File: src/rtl/carpisma_pkg.sv
`default_nettype none
// +--------------------------------------------------------------------------+
// | Module      : carpisma_pkg                                               |
// | Description : Shared types and constants for the collision supervisor.   |
// | Revision    : 1.0 - initial release                                      |
// +--------------------------------------------------------------------------+
package carpisma_pkg;

    typedef enum logic [1:0] {
        SURUS = 2'd0,
        SUPHE = 2'd1,
        DUR   = 2'd2,
        TEMIZ = 2'd3
    } durum_t;

    typedef logic [1:0] yon_t;

    localparam yon_t c_DUR_KODU = 2'b00;

endpackage
`default_nettype wire

File: src/rtl/doyan_sayac.sv
`default_nettype none
// +--------------------------------------------------------------------------+
// | Module      : doyan_sayac                                                |
// | Description : Saturating up-counter with synchronous active-low clear.   |
// | Revision    : 1.0 - initial release                                      |
// +--------------------------------------------------------------------------+
module doyan_sayac #(
    parameter int WIDTH = 8
) (
    input  logic             clk,
    input  logic             rst_n,
    input  logic             inc,
    output logic [WIDTH-1:0] sayi
);

    logic [WIDTH-1:0] r_sayi;

    always_ff @(posedge clk) begin
        if (!rst_n) begin
            r_sayi <= '0;
        end else if (inc && (r_sayi != {WIDTH{1'b1}})) begin
            r_sayi <= r_sayi + 1'b1;
        end
    end

    assign sayi = r_sayi;

endmodule
`default_nettype wire

File: src/rtl/carpisma_denetleyici.sv
`default_nettype none
// +--------------------------------------------------------------------------+
// | Module      : carpisma_denetleyici                                       |
// | Description : Debounced collision supervisor: stops both vehicles for a  |
// |               fixed hold, then until the collision flag clears.          |
// | Revision    : 1.0 - initial release                                      |
// +--------------------------------------------------------------------------+
module carpisma_denetleyici
    import carpisma_pkg::*;
#(
    parameter int   ONAY_CYC  = 4,
    parameter int   BEKLE_CYC = 16,
    parameter int   SAYAC_W   = 8,
    parameter yon_t DUR_KODU  = c_DUR_KODU
) (
    input  logic               clk,
    input  logic               rst_n,
    input  logic               yon_solbit1,
    input  logic               yon_sagbit1,
    input  logic               yon_solbit2,
    input  logic               yon_sagbit2,
    input  logic               carpisti_mi,
    output logic [1:0]         cikis_yon1,
    output logic [1:0]         cikis_yon2,
    output logic               durdur,
    output logic               alarm,
    output logic [SAYAC_W-1:0] carpisma_sayisi,
    output logic [1:0]         durum
);

    localparam int c_ONAY_W  = (ONAY_CYC  > 1) ? $clog2(ONAY_CYC)  : 1;
    localparam int c_BEKLE_W = (BEKLE_CYC > 1) ? $clog2(BEKLE_CYC) : 1;
    localparam logic [c_ONAY_W-1:0]  c_ONAY_SON  = c_ONAY_W'(ONAY_CYC - 1);
    localparam logic [c_BEKLE_W-1:0] c_BEKLE_SON = c_BEKLE_W'(BEKLE_CYC - 1);

    yon_t                 r_yon1;
    yon_t                 r_yon2;
    logic                 r_carp;
    durum_t               r_durum;
    logic [c_ONAY_W-1:0]  r_onay_cnt;
    logic [c_BEKLE_W-1:0] r_bekle_cnt;
    logic                 r_alarm;
    logic                 w_dur_giris;

    // Confirmation completes on this edge; drives both the alarm and the count.
    assign w_dur_giris = r_carp &&
                         (((r_durum == SURUS) && (ONAY_CYC == 1)) ||
                          ((r_durum == SUPHE) && (r_onay_cnt == c_ONAY_SON)));

    always_ff @(posedge clk) begin
        if (!rst_n) begin
            r_yon1      <= 2'b00;
            r_yon2      <= 2'b00;
            r_carp      <= 1'b0;
            r_durum     <= SURUS;
            r_onay_cnt  <= '0;
            r_bekle_cnt <= '0;
            r_alarm     <= 1'b0;
        end else begin
            r_yon1  <= {yon_solbit1, yon_sagbit1};
            r_yon2  <= {yon_solbit2, yon_sagbit2};
            r_carp  <= carpisti_mi;
            r_alarm <= w_dur_giris;
            case (r_durum)
                SURUS: begin
                    if (r_carp) begin
                        if (ONAY_CYC == 1) begin
                            r_durum     <= DUR;
                            r_bekle_cnt <= c_BEKLE_SON;
                        end else begin
                            r_durum    <= SUPHE;
                            r_onay_cnt <= c_ONAY_W'(1);
                        end
                    end
                end
                SUPHE: begin
                    if (!r_carp) begin
                        r_durum    <= SURUS;
                        r_onay_cnt <= '0;
                    end else if (r_onay_cnt == c_ONAY_SON) begin
                        r_durum     <= DUR;
                        r_onay_cnt  <= '0;
                        r_bekle_cnt <= c_BEKLE_SON;
                    end else begin
                        r_onay_cnt <= r_onay_cnt + 1'b1;
                    end
                end
                DUR: begin
                    if (r_bekle_cnt == '0) begin
                        r_durum <= TEMIZ;
                    end else begin
                        r_bekle_cnt <= r_bekle_cnt - 1'b1;
                    end
                end
                TEMIZ: begin
                    if (!r_carp) begin
                        r_durum <= SURUS;
                    end
                end
                default: r_durum <= SURUS;
            endcase
        end
    end

    doyan_sayac #(
        .WIDTH (SAYAC_W)
    ) u_sayac (
        .clk   (clk),
        .rst_n (rst_n),
        .inc   (w_dur_giris),
        .sayi  (carpisma_sayisi)
    );

    assign durum      = r_durum;
    assign durdur     = r_durum[1];
    assign alarm      = r_alarm;
    assign cikis_yon1 = durdur ? DUR_KODU : r_yon1;
    assign cikis_yon2 = durdur ? DUR_KODU : r_yon2;

endmodule
`default_nettype wire

File: config.mk
export PLATFORM = sky130hd
export DESIGN_NAME = carpisma_denetleyici
export DESIGN_NICKNAME = d
export VERILOG_FILES = /design/src/rtl/carpisma_pkg.sv /design/src/rtl/doyan_sayac.sv /design/src/rtl/carpisma_denetleyici.sv
export SDC_FILE = /design/constraint.sdc
export NUM_CORES = 1
export LEC_CHECK = 0
export ABC_AREA = 1
export ABC_CLOCK_PERIOD_IN_PS = 1500
export BUFFER_PORTS_ARGS = -buffer_cell sky130_fd_sc_hd__buf_4
export CORE_ASPECT_RATIO = 0.6
export CORE_MARGIN = 4
export CORE_UTILIZATION = 46
export CTS_CLUSTER_SIZE = 20
export DETAILED_ROUTE_END_ITERATION = 8
export PLACE_DENSITY = 0.69
export SYNTH_ARGS = -nofsm -noshare
export SYNTH_HDL_FRONTEND = slang
export SYNTH_SLANG_ARGS = --single-unit
File: constraint.sdc
create_clock -name clk -period 1.5 [get_ports clk]
set_input_delay 0.3 -clock clk [delete_from_list [all_inputs] [get_ports clk]]
set_output_delay 0.3 -clock clk [all_outputs]
set_load 0.005 [all_outputs]
==> results by group, run 1 <==
Route
  • # DRC: 0
  • Wire per inst: 11.0 um
  • DRT Pass-1 Iters: 4
  • Routed vias: 1,021
  • Vias per cell: 4.82
  • Antenna-violating nets left: 0
  • Initial DRC Count: 58
  • Routed WL: 2340 um

Layout
  • Share of layout cells above drive strength 1: 24.7%
  • Diode count: 0
  • Area growth syn-to-layout: 23.7%
  • Most common cell after layout, fill and taps aside: nand2_1
  • Non-filler cells, final: 212
  • Nets: 193
  • Most frequent cells in the layout: nand2_1, buf_4, inv_1, dfxtp_1, nor2_1
  • Design area: 0.00136 mm2

Global routing
  • GR peak layer: met2
  • GRT Residual Overflow: 0
  • Met1 Usage GRT: 20.7%
  • GR Util met3: 6.39%
  • Total track usage: 16.1%
  • Largest net degree at the start of global routing: 16
  • Vias in the first global route: 903
  • GRT met2 Usage: 25.2%
  • First-pass GRT wire length: 4020 um
  • Initial antenna violation count: 0

Placed design
  • GPL Wtd Cong: 0.771
  • DP Area: 0.00130 mm2
  • Placed Cells: 208
  • Placed wire-length estimate: 1810 um
  • Number of port buffers: 22

Clock network
  • Setup bufs post-CTS: 0
  • Clk_lat worst skew: 0.26 ns
  • CTS Buffer Depth: 2
  • Root Driver: clkbuf_8
  • Clock Pin Slew Worst Setup and Hold Paths: 0.08 ns
  • Total CTS buffers: 3
  • CTS tree: done
  • CTS Sinks: 22
  • Htree depth: 1

Min path
  • Hold path depth: 3
  • Hold crit path type: in2reg
  • WHS Endpoint: r_yon2[0]$_SDFF_PN0_
  • Min-delay src: yon_sagbit2

STA
  • Fin crit period: 1.38 ns
  • Final Max Tran Viols: 0
  • Worst Clk Skew: 0.00808 ns
  • Final hold vios: 0
  • Worst-margin pin slew: 0.332 ns
  • Slew margin rel.: 77.8%
  • Peak Freq: 0.726 GHz
  • Setup violators final: 0
  • Unrepaired setup endpoints after global routing: no
  • Tcrit/Tclk final: 91.8%

Floorplan
  • Initial Util: 49.7%
  • CORE AREA: 0.00221 mm2
  • Rows: 13
  • Die footprint: 0.00326 mm2
  • IO Count: 23
  • Die width: 71.1 um
  • Die Ht: 45.9 um

Worst setup path
  • Worst r2r dst: u_sayac.sayi[7]$_SDFFE_PN0P_
  • Worst Setup End Kind: flop
  • R2r startpoint: durum[0]$_SDFFE_PN0P_
  • Worst Path Arrival: 1.58 ns
  • Critical Path RT: 1.70 ns
  • R2R setup slack: 0.12 ns
  • Worst Setup Path Type: reg2reg
  • CP Max Fanout: 13
  • CP startpoint kind: flop
  • Reg2Reg Depth: 6

Logic synthesis
  • Syn. warnings: 0
  • Area share of and/or/nand/nor cells after synthesis: 36.2%
  • Post-synthesis cell area: 0.00110 mm2
  • Mapped Nets: 166
  • XOR/XNOR share of the synthesized area: 0.797%
  • Yosys reg bits: 22
  • Syn Area/Cell: 7.04 um2
  • Top post-synthesis cells by area: dfxtp_1, nand2_1, inv_1, nor2_1, nand3_1
  • Share of the synthesized area in the top cell type: 40.1%
  • Yosys top cell by area: dfxtp_1
  • Synth Area in Compound Gates: 7.74%
  • Post-Synth Adder-Cell Area: 3.42%
  • Main combinational cell family by area after synthesis: simple AND/OR/NAND/NOR gates
  • Post-synthesis mux area share: 0%
  • Post-synthesis instance total: 156
  • Seq/Total Area, Yosys: 40.1%
  • Synth unique cells: 24

Job
  • Max Cap Viol: 0

Power
  • Pwr per Cell Area: 862 mW/mm2
  • Leakage power: 0.649 nW
  • VDD IR max: 0.000512 V

Run status
  • Status: finished, final reports clean
[metal layers]
| layer | part of all wire [%] | vias to the layer above |
|---|---|---|
| li1 | - | 542 |
| met1 | 50 | 450 |
| met2 | 41 | 25 |
| met3 | 8.2 | 4 |
| met4 | 0.73 | 0 |
| met5 | 0 | - |
[metrics by stage]
| step | worst slack [ns] | utilization, % | total power, mW | setup TNS, ns | hold slack [ns] |
|---|---|---|---|---|---|
| 2_1_floorplan | 0.188 | - | 0.715 | 0 | 0.393 |
| 6_report | 0.123 | 61.4 | 1.17 | 0 | 0.220 |
| 3_3_place_gp | 0.116 | 58.6 | 0.761 | 0 | 0.456 |
| 3_5_place_dp | -0.0117 | 58.6 | 0.764 | -0.0117 | 0.469 |
| 4_1_cts | 0.0962 | 61.2 | 1.18 | 0 | 0.213 |
| 5_1_grt | 0.00199 | 61.4 | 1.22 | 0 | 0.222 |
[synthesized netlist by cell type, drive strengths merged]
library cell,instances
a21oi,9
nor3,2
xor2,1
dfxtp,22
o21ai,3
nand2,41
inv,25
nor2,24
nand4,3
a311oi,1
a31oi,2
buf,4
ha,3
nand3,16
[registers in the layout, summed over array words and instances, names as in the netlist, named ones only]
name and count:
r_yon1 2, durum 1, alarm 1, r_onay_cnt 2, r_carp 1, r_bekle_cnt 4
u_sayac.sayi 8, r_yon2 2
[worst max-delay path by stage]
stage / startpoint / to / slack [ns] / cells past startpoint
final: durum[0]$_SDFFE_PN0P_ / u_sayac.sayi[7]$_SDFFE_PN0P_ / 0.12 / 6
after global routing: u_sayac.sayi[1]$_SDFFE_PN0P_ / u_sayac.sayi[7]$_SDFFE_PN0P_ / 0.002 / 8
after CTS: u_sayac.sayi[1]$_SDFFE_PN0P_ / u_sayac.sayi[7]$_SDFFE_PN0P_ / 0.1 / 8
after detailed placement: u_sayac.sayi[1]$_SDFFE_PN0P_ / u_sayac.sayi[7]$_SDFFE_PN0P_ / -0.01 / 8
after global placement: u_sayac.sayi[0]$_SDFFE_PN0P_ / u_sayac.sayi[7]$_SDFFE_PN0P_ / 0.12 / 8
after floorplan: u_sayac.sayi[0]$_SDFFE_PN0P_ / u_sayac.sayi[5]$_SDFFE_PN0P_ / 0.19 / 9
[critical path, cell delays in order (launching register included)]
cell     delay, ns
dfxtp_1       0.45
nand3_4       0.13
nor2_4        0.31
nand2_1       0.15
nor2_1        0.12
nor2_1        0.05
nor2_1        0.09
[repair_timing]
| item | 4_1_cts | 5_1_grt |
|---|---|---|
| setup endpoints to repair | 1 | 1 |
| gates resized for setup | 1 | 1 |
| pin swaps | 0 | 1 |
| hold buffers | 0 | 0 |
[where the power goes]
part | switching (mW) | internal [mW]
combinational | 0.0714 | 0.0593
sequential | 0.0167 | 0.603
clock | 0.186 | 0.234
total | 0.274 | 0.897
[cell families after synthesis]
logic type | count (synthesis)
simple gates | 86
buf+inv | 29
flops | 22
compound gates | 15
fa+ha+maj | 3
xor+xnor | 1
[final cells by class]
type / instances / area [um2]
Clock buffer: 4 / 55.1
Fill cell: 211 / 853
Inverter: 25 / 93.8
Multi-Input combinational cell: 105 / 537
Sequential cell: 22 / 440
Tap cell: 30 / 37.5
Timing Repair Buffer: 26 / 195
(Power assumes the default switching activity.)
==> run 2: changes to the inputs <==
--- a/config.mk
+++ b/config.mk
@@ -8,12 +8,10 @@
 export ABC_AREA = 1
 export ABC_CLOCK_PERIOD_IN_PS = 1500
 export BUFFER_PORTS_ARGS = -buffer_cell sky130_fd_sc_hd__buf_4
-export CORE_ASPECT_RATIO = 0.6
-export CORE_MARGIN = 4
-export CORE_UTILIZATION = 46
+export CORE_UTILIZATION = 52
 export CTS_CLUSTER_SIZE = 20
 export DETAILED_ROUTE_END_ITERATION = 8
-export PLACE_DENSITY = 0.69
+export PLACE_DENSITY = 0.76
 export SYNTH_ARGS = -nofsm -noshare
 export SYNTH_HDL_FRONTEND = slang
 export SYNTH_SLANG_ARGS = --single-unit
==> run 2 against run 1 <==
Net effect: first-iteration DRC count shrank 71%; via count grew 1.4%; critical path depth is the same; setup slack gained 0.025 ns; global-route usage grew 4.8 points; clock power shrank 38%; count of clock-buffer cells in the layout shrank 1; sequential cell count is the same; cell count is the same; sequential power is essentially flat; die area shrank 29%; total power shrank 13%.
==> results by group, run 2 (same netlist as run 1, synthesis figures left out) <==
Worst setup path
  • Top delay family on crit path: simple AND/OR/NAND/NOR gates
  • Worst path bufs/invs: 1
  • Reg2Reg Depth: 6
  • End point of the critical path: u_sayac.sayi[5]$_SDFFE_PN0P_
  • R2r startpoint: r_onay_cnt[0]$_SDFFE_PN0P_
  • Critical-path top delay cell: dfxtp_1
  • Worst Setup Path Type: reg2reg
  • Critical Path RT: 1.70 ns
  • CP cell instances: ha_1 > inv_1 > nor2_4 > nand3_1 > o21ai_1 > nor2_1
  • Worst Path Arrival: 1.56 ns
  • R2R setup slack: 0.15 ns
  • Max incr delay on CP: 0.39 ns
  • CP Max Fanout: 12
  • CP startpoint kind: flop
  • Worst r2r dst: u_sayac.sayi[5]$_SDFFE_PN0P_
  • Worst Setup End Kind: flop
  • Crit path depth: 6
  • Worst Setup SP: r_onay_cnt[0]$_SDFFE_PN0P_

Floorplan
  • CORE AREA: 0.00198 mm2
  • Initial Util: 55.4%
  • Die footprint: 0.00230 mm2
  • Die Ht: 48.0 um
  • IO Count: 23
  • Die width: 48.0 um
  • Rows: 16

Route
  • # DRC: 0
  • Routed vias: 1,035
  • DRT Pass-1 Iters: 4
  • Wire per inst: 10.5 um
  • Antenna-violating nets left: 0
  • Routed WL: 2220 um
  • Initial DRC Count: 17
  • Vias per cell: 4.88

Placed design
  • Worst slack at placement: 0.0529 ns
  • Placed Cells: 205
  • Placed wire-length estimate: 1580 um
  • Number of port buffers: 22
  • GPL Wtd Cong: 0.783

STA
  • Worst hold margin: 0.173 ns
  • Peak Freq: 0.740 GHz
  • Worst-margin pin slew: 0.298 ns
  • Unrepaired setup endpoints after global routing: no
  • Fin crit period: 1.35 ns
  • Final Max Tran Viols: 0
  • Final worst slack: 0.148 ns
  • Worst Clk Skew: 0.00270 ns
  • Slew margin rel.: 80.1%
  • Setup violators final: 0
  • Final hold vios: 0
  • Setup_tns: 0 ns
  • Tcrit/Tclk final: 90.1%

Global routing
  • First-pass GRT wire length: 3350 um
  • Initial antenna violation count: 0
  • Vias in the first global route: 851
  • GRT Residual Overflow: 0
  • Largest net degree at the start of global routing: 16
  • Total track usage: 20.9%

Layout
  • Diode count: 0
  • Largest register FFs: 8
  • Filler cells: 173
  • Most frequent cells in the layout: nand2_1, buf_4, inv_1, dfxtp_1, nor2_1
  • Core Util, Final: 68.4%
  • Area of the multi-input gates: 539 um2
  • Sequential cell area: 440 um2
  • Area growth syn-to-layout: 23.3%
  • Non-filler cells, final: 212
  • Nets: 197
  • Share of layout cells above drive strength 1: 26.5%
  • Most common cell after layout, fill and taps aside: nand2_1

Power
  • Comb pwr share: 13.0%
  • Pwr per Cell Area: 748 mW/mm2
  • Share of power burned in registers: 61.3%
  • Internal power: 0.757 mW
  • Clock power share: 25.7%
  • Leakage power: 0.655 nW
  • VDD IR max: 0.000481 V
  • Switching pwr: 0.256 mW
  • Sw Ratio: 25.3%

Job
  • Max Cap Viol: 0

Clock network
  • CTS Sinks: 22
  • CTS Buffer Depth: 2
  • Total CTS buffers: 3
  • Root Driver: clkbuf_4
  • Clock Pin Slew Worst Setup and Hold Paths: 0.11 ns
  • # hold bufs at CTS: 0
  • CTS tree: done
  • Htree depth: 1
  • Clk_lat worst skew: 0.30 ns

Min path
  • Hold crit path type: in2reg

Run status
  • Status: finished, final reports clean
run 2: cell types whose count changed in the layout (fill, tap and decap cells not counted):
cell / before / now
clkbuf_8: 4 / 0
clkbuf_4: 0 / 3
buf_4: 26 / 30
ha_1: 3 / 2
ha_2: 0 / 1
run 2: how the worst min path moves through the flow:
stage                                  to  slack, ns                       start  cells past startpoint
6_report             r_yon2[1]$_SDFF_PN0_       0.17                 yon_solbit2                      3
5_1_grt              r_yon2[1]$_SDFF_PN0_       0.17                 yon_solbit2                      3
2_1_floorplan        r_yon2[0]$_SDFF_PN0_       0.39                 yon_sagbit2                      2
3_3_place_gp   r_onay_cnt[1]$_SDFFE_PN0P_       0.46  r_onay_cnt[1]$_SDFFE_PN0P_                      2
4_1_cts              r_yon2[1]$_SDFF_PN0_       0.17                 yon_solbit2                      3
3_5_place_dp   r_onay_cnt[1]$_SDFFE_PN0P_       0.46  r_onay_cnt[1]$_SDFFE_PN0P_                      2
run 2: power groups by stage:
stage / sequential (mW) / combinational, mW / clock (mW)
after detailed placement: 0.634 / 0.131 / 0
after floorplan: 0.634 / 0.0817 / 0
after global placement: 0.633 / 0.126 / 0
after CTS: 0.621 / 0.132 / 0.270
after global routing: 0.624 / 0.155 / 0.292
final: 0.621 / 0.132 / 0.260
run 2: through the flow:
step                      power, mW  cell area (um2)
after global placement        0.758             1290
after global routing           1.07             1360
final                          1.01             1360
after floorplan               0.715             1100
after CTS                      1.02             1320
after detailed placement      0.765             1290
run 2: layout make-up:
cell class	count	share of cell area (%)
multi-input combinational	105	39.8
sequential	22	32.5
timing repair buffer	30	16.6
inverter	25	6.93
tap	27	2.49
clock buffer	3	1.66
run 2: repair_timing:
action | 4_1_cts | 5_1_grt
setup buffers | 0 | 4
endpoints found under the hold margin | 0 | 0
setup endpoints to repair | 0 | 6
resized for setup | 0 | 3
run 2: per-layer routing:
layer | GRT usage (%) | vias up | part of all wire (%)
li1 | - | 547 | -
met4 | 8.33 | 0 | 0.54
met1 | 26.8 | 466 | 44
met3 | 3.40 | 2 | 3.7
met5 | 0 | - | 0
met2 | 34.9 | 20 | 51
run 2: worst reg2reg max path, delay by kind of cell, from the launching register on:
| kind | cells | cell delay (ns) |
|---|---|---|
| adder cells (fa/ha/maj) | 1 | 0.16 |
| flip-flops | 1 | 0.39 |
| buffers and inverters | 1 | 0.08 |
| AND/OR/NAND/NOR | 3 | 0.46 |
| AO/OA/AOI/OAI | 1 | 0.17 |
